File: config.mk
export PLATFORM = sky130hd
export DESIGN_NAME = qec_round_scheduler
export DESIGN_NICKNAME = d
export VERILOG_FILES = /design/src/rtl/qec_pkg.sv /design/src/rtl/qec_axis_collector.sv /design/src/rtl/qec_round_scheduler.sv
export SDC_FILE = /design/constraint.sdc
export NUM_CORES = 1
export LEC_CHECK = 0
export ABC_AREA = 1
export BUFFER_PORTS_ARGS = -buffer_cell sky130_fd_sc_hd__buf_2
export CAP_MARGIN = 20
export CORE_ASPECT_RATIO = 0.9
export CORE_MARGIN = 5
export CORE_UTILIZATION = 48
export DETAILED_ROUTE_END_ITERATION = 8
export PLACE_DENSITY_LB_ADDON = 0.12
export SLEW_MARGIN = 0
export SYNTH_ARGS = -nofsm -noshare
export SYNTH_HDL_FRONTEND = slang
export SYNTH_SLANG_ARGS = --single-unit
File: constraint.sdc
create_clock -name CLK -period 2.49 [get_ports CLK]
set_clock_uncertainty 0.1 [all_clocks]
set_input_delay 0.1245 -clock CLK [delete_from_list [all_inputs] [get_ports CLK]]
set_output_delay 0.1245 -clock CLK [all_outputs]
set_load 0.02 [all_outputs]
File: src/rtl/qec_pkg.sv
// qec_pkg: shared encodings, widths and FSM states for the QEC round scheduler
package qec_pkg;
  localparam int SYN_W  = 4;
  localparam int CORR_W = 5;
  typedef enum logic [1:0] {AXIS_NONE = 2'b00, AXIS_X = 2'b01, AXIS_Y = 2'b10, AXIS_Z = 2'b11} axis_e;
  typedef enum logic [1:0] {ERR_OK = 2'b00, ERR_MISMATCH = 2'b01, ERR_TIMEOUT = 2'b10, ERR_LUTFAULT = 2'b11} err_e;
  typedef enum logic [2:0] {S_IDLE, S_MEAS1, S_MEAS2, S_SETTLE, S_COLLECT, S_PRESENT} state_e;
  function automatic logic exactly_one(input logic [2:0] v);
    return v == 3'b001 || v == 3'b010 || v == 3'b100;
  endfunction
endpackage

File: src/rtl/qec_axis_collector.sv
// qec_axis_collector: seen-mask and per-axis correction registers fed by the LUT
module qec_axis_collector
  import qec_pkg::*;
(
  input  logic              CLK,
  input  logic              RST_N,
  input  logic              i_clear,
  input  logic              i_capture,
  input  logic [1:0]        i_axis,
  input  logic [CORR_W-1:0] i_corr,
  output logic [CORR_W-1:0] o_cx,
  output logic [CORR_W-1:0] o_cy,
  output logic [CORR_W-1:0] o_cz,
  output logic              o_done
);
  logic [2:0]        r_seen;
  logic [CORR_W-1:0] r_cx, r_cy, r_cz;
  logic [2:0]        w_sel, w_new;
  assign w_sel = {i_axis == AXIS_Z, i_axis == AXIS_Y, i_axis == AXIS_X};
  // only the first report per axis counts; repeats and AXIS_NONE are dropped
  assign w_new = i_capture ? (w_sel & ~r_seen) : 3'b000;
  always_ff @(posedge CLK or negedge RST_N) begin
    if (!RST_N) begin
      r_seen <= '0;
      r_cx   <= '0;
      r_cy   <= '0;
      r_cz   <= '0;
    end else if (i_clear) begin
      r_seen <= '0;
      r_cx   <= '0;
      r_cy   <= '0;
      r_cz   <= '0;
    end else begin
      r_seen <= r_seen | w_new;
      if (w_new[0]) r_cx <= i_corr;
      if (w_new[1]) r_cy <= i_corr;
      if (w_new[2]) r_cz <= i_corr;
    end
  end
  assign o_cx   = r_cx;
  assign o_cy   = r_cy;
  assign o_cz   = r_cz;
  assign o_done = &r_seen;
endmodule

File: src/rtl/qec_round_scheduler.sv
// qec_round_scheduler: runs one measure/compare/LUT/present round of the 5-qubit code decoder
module qec_round_scheduler
  import qec_pkg::*;
#(
  parameter int SETTLE      = 2,
  parameter int ACK_TIMEOUT = 15,
  parameter int RCNT_W      = 8
) (
  input  logic              CLK,
  input  logic              RST_N,
  input  logic              start,
  output logic              meas_req,
  input  logic              meas_ack,
  input  logic [SYN_W-1:0]  meas_syn,
  output logic [SYN_W-1:0]  lut_ancilla,
  input  logic [1:0]        lut_axis,
  input  logic [CORR_W-1:0] lut_corr,
  output logic              frame_valid,
  input  logic              frame_ready,
  output logic [SYN_W-1:0]  frame_syn,
  output logic [CORR_W-1:0] frame_cx,
  output logic [CORR_W-1:0] frame_cy,
  output logic [CORR_W-1:0] frame_cz,
  output logic [1:0]        frame_err,
  output logic [RCNT_W-1:0] round_cnt,
  output logic              busy
);
  state_e            r_state;
  logic              r_meas_req, r_valid;
  logic [3:0]        r_tcnt, r_scnt;
  logic [SYN_W-1:0]  r_s1, r_syn, r_lut;
  logic [1:0]        r_err;
  logic [RCNT_W-1:0] r_rcnt;
  logic              w_clear, w_done, w_tout;
  logic [2:0]        w_nz;
  assign w_clear = (r_state == S_IDLE && start) || (r_state == S_PRESENT && frame_ready);
  assign w_tout  = r_tcnt == 4'(ACK_TIMEOUT);
  assign w_nz    = {|frame_cz, |frame_cy, |frame_cx};
  qec_axis_collector u_coll (
    .CLK      (CLK),
    .RST_N    (RST_N),
    .i_clear  (w_clear),
    .i_capture(r_state == S_COLLECT),
    .i_axis   (lut_axis),
    .i_corr   (lut_corr),
    .o_cx     (frame_cx),
    .o_cy     (frame_cy),
    .o_cz     (frame_cz),
    .o_done   (w_done)
  );
  always_ff @(posedge CLK or negedge RST_N) begin
    if (!RST_N) begin
      r_state    <= S_IDLE;
      r_meas_req <= 1'b0;
      r_valid    <= 1'b0;
      r_tcnt     <= '0;
      r_scnt     <= '0;
      r_s1       <= '0;
      r_syn      <= '0;
      r_lut      <= '0;
      r_err      <= ERR_OK;
      r_rcnt     <= '0;
    end else begin
      case (r_state)
        S_IDLE: if (start) begin
          r_state    <= S_MEAS1;
          r_meas_req <= 1'b1;
          r_tcnt     <= '0;
        end
        S_MEAS1: if (meas_ack) begin
          r_s1       <= meas_syn;
          r_meas_req <= 1'b0;
          r_tcnt     <= '0;
          r_state    <= S_MEAS2;
        end else if (w_tout) begin
          r_meas_req <= 1'b0;
          r_syn      <= '0;
          r_err      <= ERR_TIMEOUT;
          r_valid    <= 1'b1;
          r_state    <= S_PRESENT;
        end else r_tcnt <= r_tcnt + 4'd1;
        // the first MEAS2 cycle is the mandatory one-cycle request gap
        S_MEAS2: if (!r_meas_req) r_meas_req <= 1'b1;
        else if (meas_ack) begin
          r_meas_req <= 1'b0;
          r_syn      <= meas_syn;
          if (meas_syn != r_s1 || meas_syn == '0) begin
            r_err   <= meas_syn != r_s1 ? ERR_MISMATCH : ERR_OK;
            r_valid <= 1'b1;
            r_state <= S_PRESENT;
          end else begin
            r_lut   <= meas_syn;
            r_scnt  <= '0;
            r_state <= S_SETTLE;
          end
        end else if (w_tout) begin
          r_meas_req <= 1'b0;
          r_syn      <= '0;
          r_err      <= ERR_TIMEOUT;
          r_valid    <= 1'b1;
          r_state    <= S_PRESENT;
        end else r_tcnt <= r_tcnt + 4'd1;
        S_SETTLE: if (r_scnt == 4'(SETTLE - 1)) r_state <= S_COLLECT;
        else r_scnt <= r_scnt + 4'd1;
        S_COLLECT: if (w_done) begin
          r_err   <= exactly_one(w_nz) ? ERR_OK : ERR_LUTFAULT;
          r_valid <= 1'b1;
          r_state <= S_PRESENT;
        end
        S_PRESENT: if (frame_ready) begin
          r_valid <= 1'b0;
          r_rcnt  <= r_rcnt + 1'b1;
          r_lut   <= '0;
          r_syn   <= '0;
          r_err   <= ERR_OK;
          r_state <= S_IDLE;
        end
        default: r_state <= S_IDLE;
      endcase
    end
  end
  assign meas_req    = r_meas_req;
  assign lut_ancilla = r_lut;
  assign frame_valid = r_valid;
  assign frame_syn   = r_syn;
  assign frame_err   = r_err;
  assign round_cnt   = r_rcnt;
  assign busy        = r_state != S_IDLE;
endmodule

==> key figures, run 1 <==
Worst setup path
  – Crit Path Category: reg -> reg
  – FF-to-FF End: frame_err[0]
  – Cells along the critical path: inv_2 -> nand2_1 -> nor2_2 -> nand2_1 -> nand3_1 -> nor2_1 -> nand3_2 -> inv_2 -> nand2_1 -> nand2_1
  – Slowest CP cell: dfrtp_1
  – Critical path's largest stage delay: 0.45 ns
  – CP Buf/Inv Count: 2
  – Crit path DAT: 2.05 ns
  – Worst reg2reg startpoint: r_state[0]
  – Critical Path RT: 2.59 ns
  – CP Max Fanout: 12
  – Kind of cell adding the most delay to the critical path: simple AND/OR/NAND/NOR gates
  – Worst R2R Setup Slack: 0.54 ns
  – R2r worst-path depth: 10
  – CP Launch Type: flop
  – Crit-path most repeated cell: nand2_1
  – Setup crit end kind: flop

STA
  – Final-report setup violation count: 0
  – Hold Vio Cnt, Final: 0
  – Period utilization: 78.20%
  – Setup TNS: 0 ns
  – Slew Limit Fails: 0
  – Fmax: slightly above 500 MHz
  – Min Hold Slack: 0.008491 ns
  – RSZ-0062 raised after global routing: false
  – Slew margin rel.: between 60% and 70%
  – Worst-Margin Slew: between 0.4 and 0.5 ns
  – Final min period: 1.947 ns

Final layout
  – Layout area overhead: 15.65%
  – Share of layout cells above drive strength 1: 21.97%
  – Most common library cell in the layout ignoring fill and taps: nand2_1
  – Antenna Cells: 0
  – Fin nets: ~470
  – Non-filler instance count after layout: 518
  – Most frequent cells in the layout: nand2_1 (119), dfrtp_1 (53), buf_2 (51)
  – Cell area after layout: 0.003467 mm^2
  – Core Util, Final: 57.02%

GRT
  – Largest net degree at the start of global routing: 31
  – Number of global-route vias before repair: 2492
  – Initial antenna violation count: 0
  – Grt ovf: 0
  – First-pass GRT wire length: approximately 11000 um
  – GRT Resource Usage Total: 17.44%

Clock tree
  – CTS Buffer Depth: 2
  – # H-tree levels: 2
  – Post-CTS setup buffer count: 0
  – CTS Buf Count: 5
  – Clk sinks: 53
  – CTS clk-pin slew, worst paths: 0.10 ns
  – Root Driver: clkbuf_8
  – CTS tree: yes
  – Clk Latency, worst-skew pair: 0.30 ns

Routing
  – Routed WL per cell: 12.57 um
  – Initial DRT Pass Iterations: 4
  – Remaining DRCs: 0
  – Vias: approximately 2600
  – Vias/cell: 5.041
  – Detailed Route Iter0 Violations: between 100 and 150
  – Post-route ant nets: 0
  – Total Wirelength: 6513 um

Worst hold path
  – Hold path endpoint: lut_ancilla[0]
  – Hold Crit Start: meas_syn[0]
  – Hold Path Class: in -> reg
  – WHS Path Cells: 3

Floorplanning
  – FP Rows: 27
  – Initial core utilization: 49.30%
  – IO Count: 52
  – Die Y: 84.98 um
  – DIE WIDTH: 93.31 um
  – Die area: 0.007929 mm^2
  – Core box area: 0.006081 mm^2

Power
  – Leakage: 0.001874 uW
  – Pwr dens: between 1000 and 1500 mW/mm^2
  – Worst VDD drop: about 0.66 mV

Synth
  – Synth Flop Type: dfrtp_1
  – FFs w/ async S/R, synth: 100.0%
  – Syn Inst Count: 385
  – Post-Syn Area: between 0.002 and 0.003 mm^2
  – Distinct cells, synth: 38
  – Synth Register Bits: 53
  – Syn_nets: 405
  – Sequential area share after synthesis: 44.24%
  – Yosys warns: 0
  – Post-synth EDFFs: 0
  – Syn avg cell area: 7.787 um^2

Placement
  – Detail Placement HPWL: 5136 um
  – # port buffers: 51
  – Placed Area: 0.003321 mm^2
  – Placed Cells: 505
  – GP Congestion: 0.8898

Flow run
  – Max-cap violations: 0

Outcome
  – Outcome: finished clean
[final cells by class]
class                           count  area [um^2]
Tap cell                           72        90.09
Timing Repair Buffer               58        320.3
Sequential cell                    53         1326
Inverter                           47        176.4
Clock inverter                      2        13.76
Multi-Input combinational cell    280         1458
Clock buffer                        6        82.58
Fill cell                         566         2614
[how the worst max path moves through the flow]
| stage | start | end | cells after the start |
|---|---|---|---|
| 6_report | r_state[0] | frame_err[0] | 10 |
| 5_1_grt | r_state[0] | frame_err[0] | 10 |
| 4_1_cts | r_state[0] | frame_err[0] | 10 |
| 3_5_place_dp | r_state[0] | frame_err[0] | 10 |
| 3_3_place_gp | r_state[0] | frame_err[0] | 10 |
| 2_1_floorplan | r_state[1] | u_coll.o_cy[1] | 11 |
[power breakdown]
group          switching [uW]  internal [uW]
Sequential                266           1160
Combinational            1310            669
Clock                     283            226
[registers in the layout, summed over array words and instances (netlist names)]
name,cells
r_scnt,4
u_coll.o_cx,5
frame_valid,1
lut_ancilla,4
round_cnt,8
r_s1,4
meas_req,1
u_coll.o_cz,5
u_coll.r_seen,3
u_coll.o_cy,5
r_tcnt,4
frame_err,2
r_state,3
frame_syn,4
[worst reg2reg max path: cells and delay by family, from the launching register on]
family	cells	cell delay, ns
buffers and inverters	2	0.25
DFF	1	0.45
and+or+nand+nor	8	1.06
[cell usage after synthesis, types with 3 or more instances]
cell type	count	area (um^2)
a21oi_1	10	50.05
dfrtp_1	53	1326
ha_1	4	50.05
inv_1	36	135.1
inv_2	10	37.54
nand2_1	119	446.7
nand2_4	3	33.78
nand3_1	27	135.1
nand3_2	3	30.03
nand4_1	9	56.30
nor2_1	28	105.1
nor2_2	4	25.02
nor2_4	3	33.78
o21ai_0	26	130.1
o21ai_1	17	85.08
xor2_1	7	61.31
[per-stage QoR]
step | worst slack [ns] | power [uW]
4_1_cts | 0.5238 | 3953
3_3_place_gp | 0.5730 | 3394
5_1_grt | 0.3155 | 4282
6_report | 0.5428 | 3912
2_1_floorplan | 0.9309 | 2902
3_5_place_dp | 0.5528 | 3425
[cell families (layout without fill, tap and decap cells)]
family / count (synthesis) / after routing / share of synthesized area, %
adders and majority gates: 4 / 4 / 1.670
DFF: 53 / 53 / 44.24
muxes: 1 / 1 / 0.3756
AOI/OAI and AO/OA: 60 / 60 / 10.64
buffers and inverters: 52 / 113 / 7.137
and+or+nand+nor: 207 / 207 / 33.60
xor gates and xnor gates: 8 / 8 / 2.337
[metal layers]
metal  wire length (um)  vias up  GRT usage [%]
li1                   -     1360              -
met1               3416     1188          26.25
met2               2742       58          26.49
met3                315        5          3.103
met4                 38        0          3.196
met5                  0        -              0
[timing repair]
item / 4_1_cts / 5_1_grt
hold buffers: 5 / 0
hold endpoints to repair: 58 / 0
resized for setup: 0 / 0
No activity file was read; power rests on OpenSTA's default activity.
==> run 2: changes to the inputs <==
==> constraint.sdc (replaced) <==
create_clock -name CLK -period 1.8 [get_ports CLK]
set_clock_uncertainty 0.1 [all_clocks]
set_input_delay 0.09 -clock CLK [delete_from_list [all_inputs] [get_ports CLK]]
set_output_delay 0.09 -clock CLK [all_outputs]
set_load 0.02 [all_outputs]
==> run 2 against run 1 <==
  * Combinational power is 48% higher
  * Register-to-register slack lost 0.45 ns
  * Worst setup slack worse by 0.45 ns
  * Clock-buffer cell count unchanged
  * Hold slack gained 0.021 ns
  * First-iteration DRC count is 5.0% lower
  * Final cell count grew 3.7%
  * Wire length is 4.8% higher
  * Clock power grew 39%
  * Highest routed layer unchanged
==> key figures, run 2 (same netlist as run 1, synthesis figures left out) <==
Final layout
  – Fin nets: 484 (+4.1%)
  – Area occupied by multi-input gates: 0.001486 mm^2 (+2.0%)
  – Non-filler instance count after layout: 537 (+3.7%)
  – Most common library cell in the layout ignoring fill and taps: nand2_1
  – Cell area after layout: 0.003671 mm^2 (+5.9%)
  – Largest register FFs: 8 (unchanged)
  – Layout fillers: 576 (+1.8%)
  – FF/Latch Area: 0.001329 mm^2 (+0.19%)
  – Most frequent cells in the layout: nand2_1 (118), dfrtp_1 (51), buf_2 (51)
  – Layout area overhead: 22.45%
  – Antenna Cells: 0 (unchanged)
  – Share of layout cells above drive strength 1: 25.81% (+3.8 points)

Flow run
  – Max-cap violations: 0 (unchanged)

Worst setup path
  – Critical path launch point: r_state[1]
  – Critical Path RT: 1.89 ns (-0.70 ns)
  – Worst reg2reg startpoint: r_state[1]
  – CP Max Fanout: 13 (+1)
  – Setup crit end kind: flop
  – Crit Path Category: reg -> reg
  – Worst R2R Setup Slack: 0.09 ns (-0.45 ns)
  – Worst Setup EP: u_coll.o_cy[0]
  – FF-to-FF End: u_coll.o_cy[0]
  – CP Launch Type: flop
  – Crit path DAT: 1.80 ns (-0.25 ns)
  – R2r worst-path depth: 10 (unchanged)

Floorplanning
  – Die Y: 84.98 um (unchanged)
  – Core box area: 0.006081 mm^2 (unchanged)
  – FP Rows: 27 (unchanged)
  – Initial core utilization: 49.30% (unchanged)
  – Die area: 0.007929 mm^2 (unchanged)
  – IO Count: 52 (unchanged)
  – DIE WIDTH: 93.31 um (unchanged)

Routing
  – Detailed Route Iter0 Violations: 133 (-5.0%)
  – Post-route ant nets: 0 (unchanged)
  – Routed WL per cell: 12.71 um (+1.1%)
  – Remaining DRCs: 0 (unchanged)
  – Total Wirelength: 6826 um (+4.8%)
  – Vias: 2707 (+3.7%)
  – Vias/cell: 5.041 (about the same)
  – Initial DRT Pass Iterations: 5 (+1)

Power
  – Pwr dens: 1530 mW/mm^2 (+36%)
  – Leakage: 0.001966 uW (+4.9%)
  – Worst VDD drop: 0.8748 mV (+32%)
  – Pwr Total: 5616 uW (+44%)

STA
  – Slew margin rel.: 73.26% (+5.0 points)
  – Period utilization: 95.01% (+17 points)
  – Worst-Margin Slew: 0.3978 ns (-0.07836 ns)
  – RSZ-0062 raised after global routing: true
  – Final-report setup violation count: 0 (unchanged)
  – Slew Limit Fails: 0 (unchanged)
  – Fmax: 584.7 MHz (+14%)
  – Worst setup margin: 0.08985 ns (-0.4530 ns)
  – Hold Vio Cnt, Final: 0 (unchanged)
  – Final min period: 1.710 ns (-0.2370 ns)

Placement
  – Detail Placement HPWL: 5193 um (+1.1%)
  – Dpl ws: -0.008280 ns (-0.5611 ns)
  – Placed Cells: 516 (+2.2%)
  – # port buffers: 51 (unchanged)
  – GP Congestion: 0.8887 (-0.12%)
  – Placed Area: 0.003416 mm^2 (+2.9%)

Clock tree
  – Root Driver: clkbuf_8
  – CTS Buf Count: 5 (unchanged)
  – Clk sinks: 53 (unchanged)
  – CTS tree: yes
  – # H-tree levels: 2 (unchanged)
  – CTS Buffer Depth: 2 (unchanged)
  – CTS clk-pin slew, worst paths: 0.10 ns (about the same)
  – Clk Latency, worst-skew pair: 0.31 ns (about the same)

GRT
  – Largest net degree at the start of global routing: 54 (+74%)
  – First-pass GRT wire length: 11830 um (+3.9%)
  – Number of global-route vias before repair: 2548 (+2.2%)
  – Grt ovf: 0 (unchanged)
  – GRT Resource Usage Total: 18.14% (+0.70 points)
  – Initial antenna violation count: 0 (unchanged)

Worst hold path
  – Hold Path Class: in -> reg

Outcome
  – Outcome: finished clean
[run 2: changes by cell type in the layout (fill, tap and decap cells not counted), sizes merged]
cell and delta:
buf +13, dlygate4sd3 +6, clkinv -1, inv +1
[run 2: area by class of cell]
| type | instances | share of cell area [%] |
|---|---|---|
| Clock buffer | 6 | 2.249 |
| Timing Repair Buffer | 77 | 13.36 |
| Multi-Input combinational cell | 280 | 40.49 |
| Tap cell | 72 | 2.454 |
| Sequential cell | 53 | 36.20 |
| Inverter | 47 | 4.874 |
| Clock inverter | 2 | 0.3749 |
[run 2: how the worst min path moves through the flow]
stage / from / to / slack (ns) / depth (start not counted)
6_report: lut_axis[1] / u_coll.r_seen[0] / 0.03 / 4
5_1_grt: frame_ready / round_cnt[0] / 0.04 / 3
4_1_cts: lut_axis[1] / u_coll.r_seen[0] / 0.02 / 4
3_5_place_dp: RST_N / lut_ancilla[1] / 0.008 / 2
3_3_place_gp: RST_N / lut_ancilla[1] / 0.007 / 2
2_1_floorplan: RST_N / frame_err[0] / -0.31 / 0
[run 2: metal layers]
| metal | up-vias | share of wire [%] | track usage [%] |
|---|---|---|---|
| met1 | 1252 | 50 | 26.66 |
| met4 | 0 | 0.50 | 3.196 |
| li1 | 1397 | - | - |
| met3 | 5 | 4.2 | 3.369 |
| met5 | - | 0 | 0 |
| met2 | 53 | 45 | 28.25 |
[run 2: metrics by stage]
step / setup TNS, ns / utilization [%] / hold slack [ns]
floorplan: 0 / - / -0.3056
global placement: 0 / 56.17 / 0.007118
detailed placement: -0.008280 / 56.17 / 0.008214
CTS: 0 / 59.59 / 0.01941
global route: -0.09028 / 60.37 / 0.03789
finish: 0 / 60.37 / 0.02983
[run 2: where the power goes]
part           internal, uW  switching [uW]
sequential             1600             360
combinational          1050            1890
clock                   313             395
total                  2970            2650
[run 2: repair_timing]
item | in CTS | in global routing
resized for setup | 1 | 11
hold endpoints to repair | 69 | 0
hold buffers | 11 | 0
setup buffers | 0 | 2
endpoints found under the setup margin | 2 | 21
[run 2: worst max-delay path, cell delays in order (launching register included)]
cell	delay, ns
dfrtp_1	0.46
inv_2	0.18
nand2_4	0.11
nor2_8	0.17
nand2_8	0.10
nand2_4	0.07
inv_2	0.10
nand2_1	0.13
inv_1	0.06
nand2_1	0.05
o21ai_0	0.07
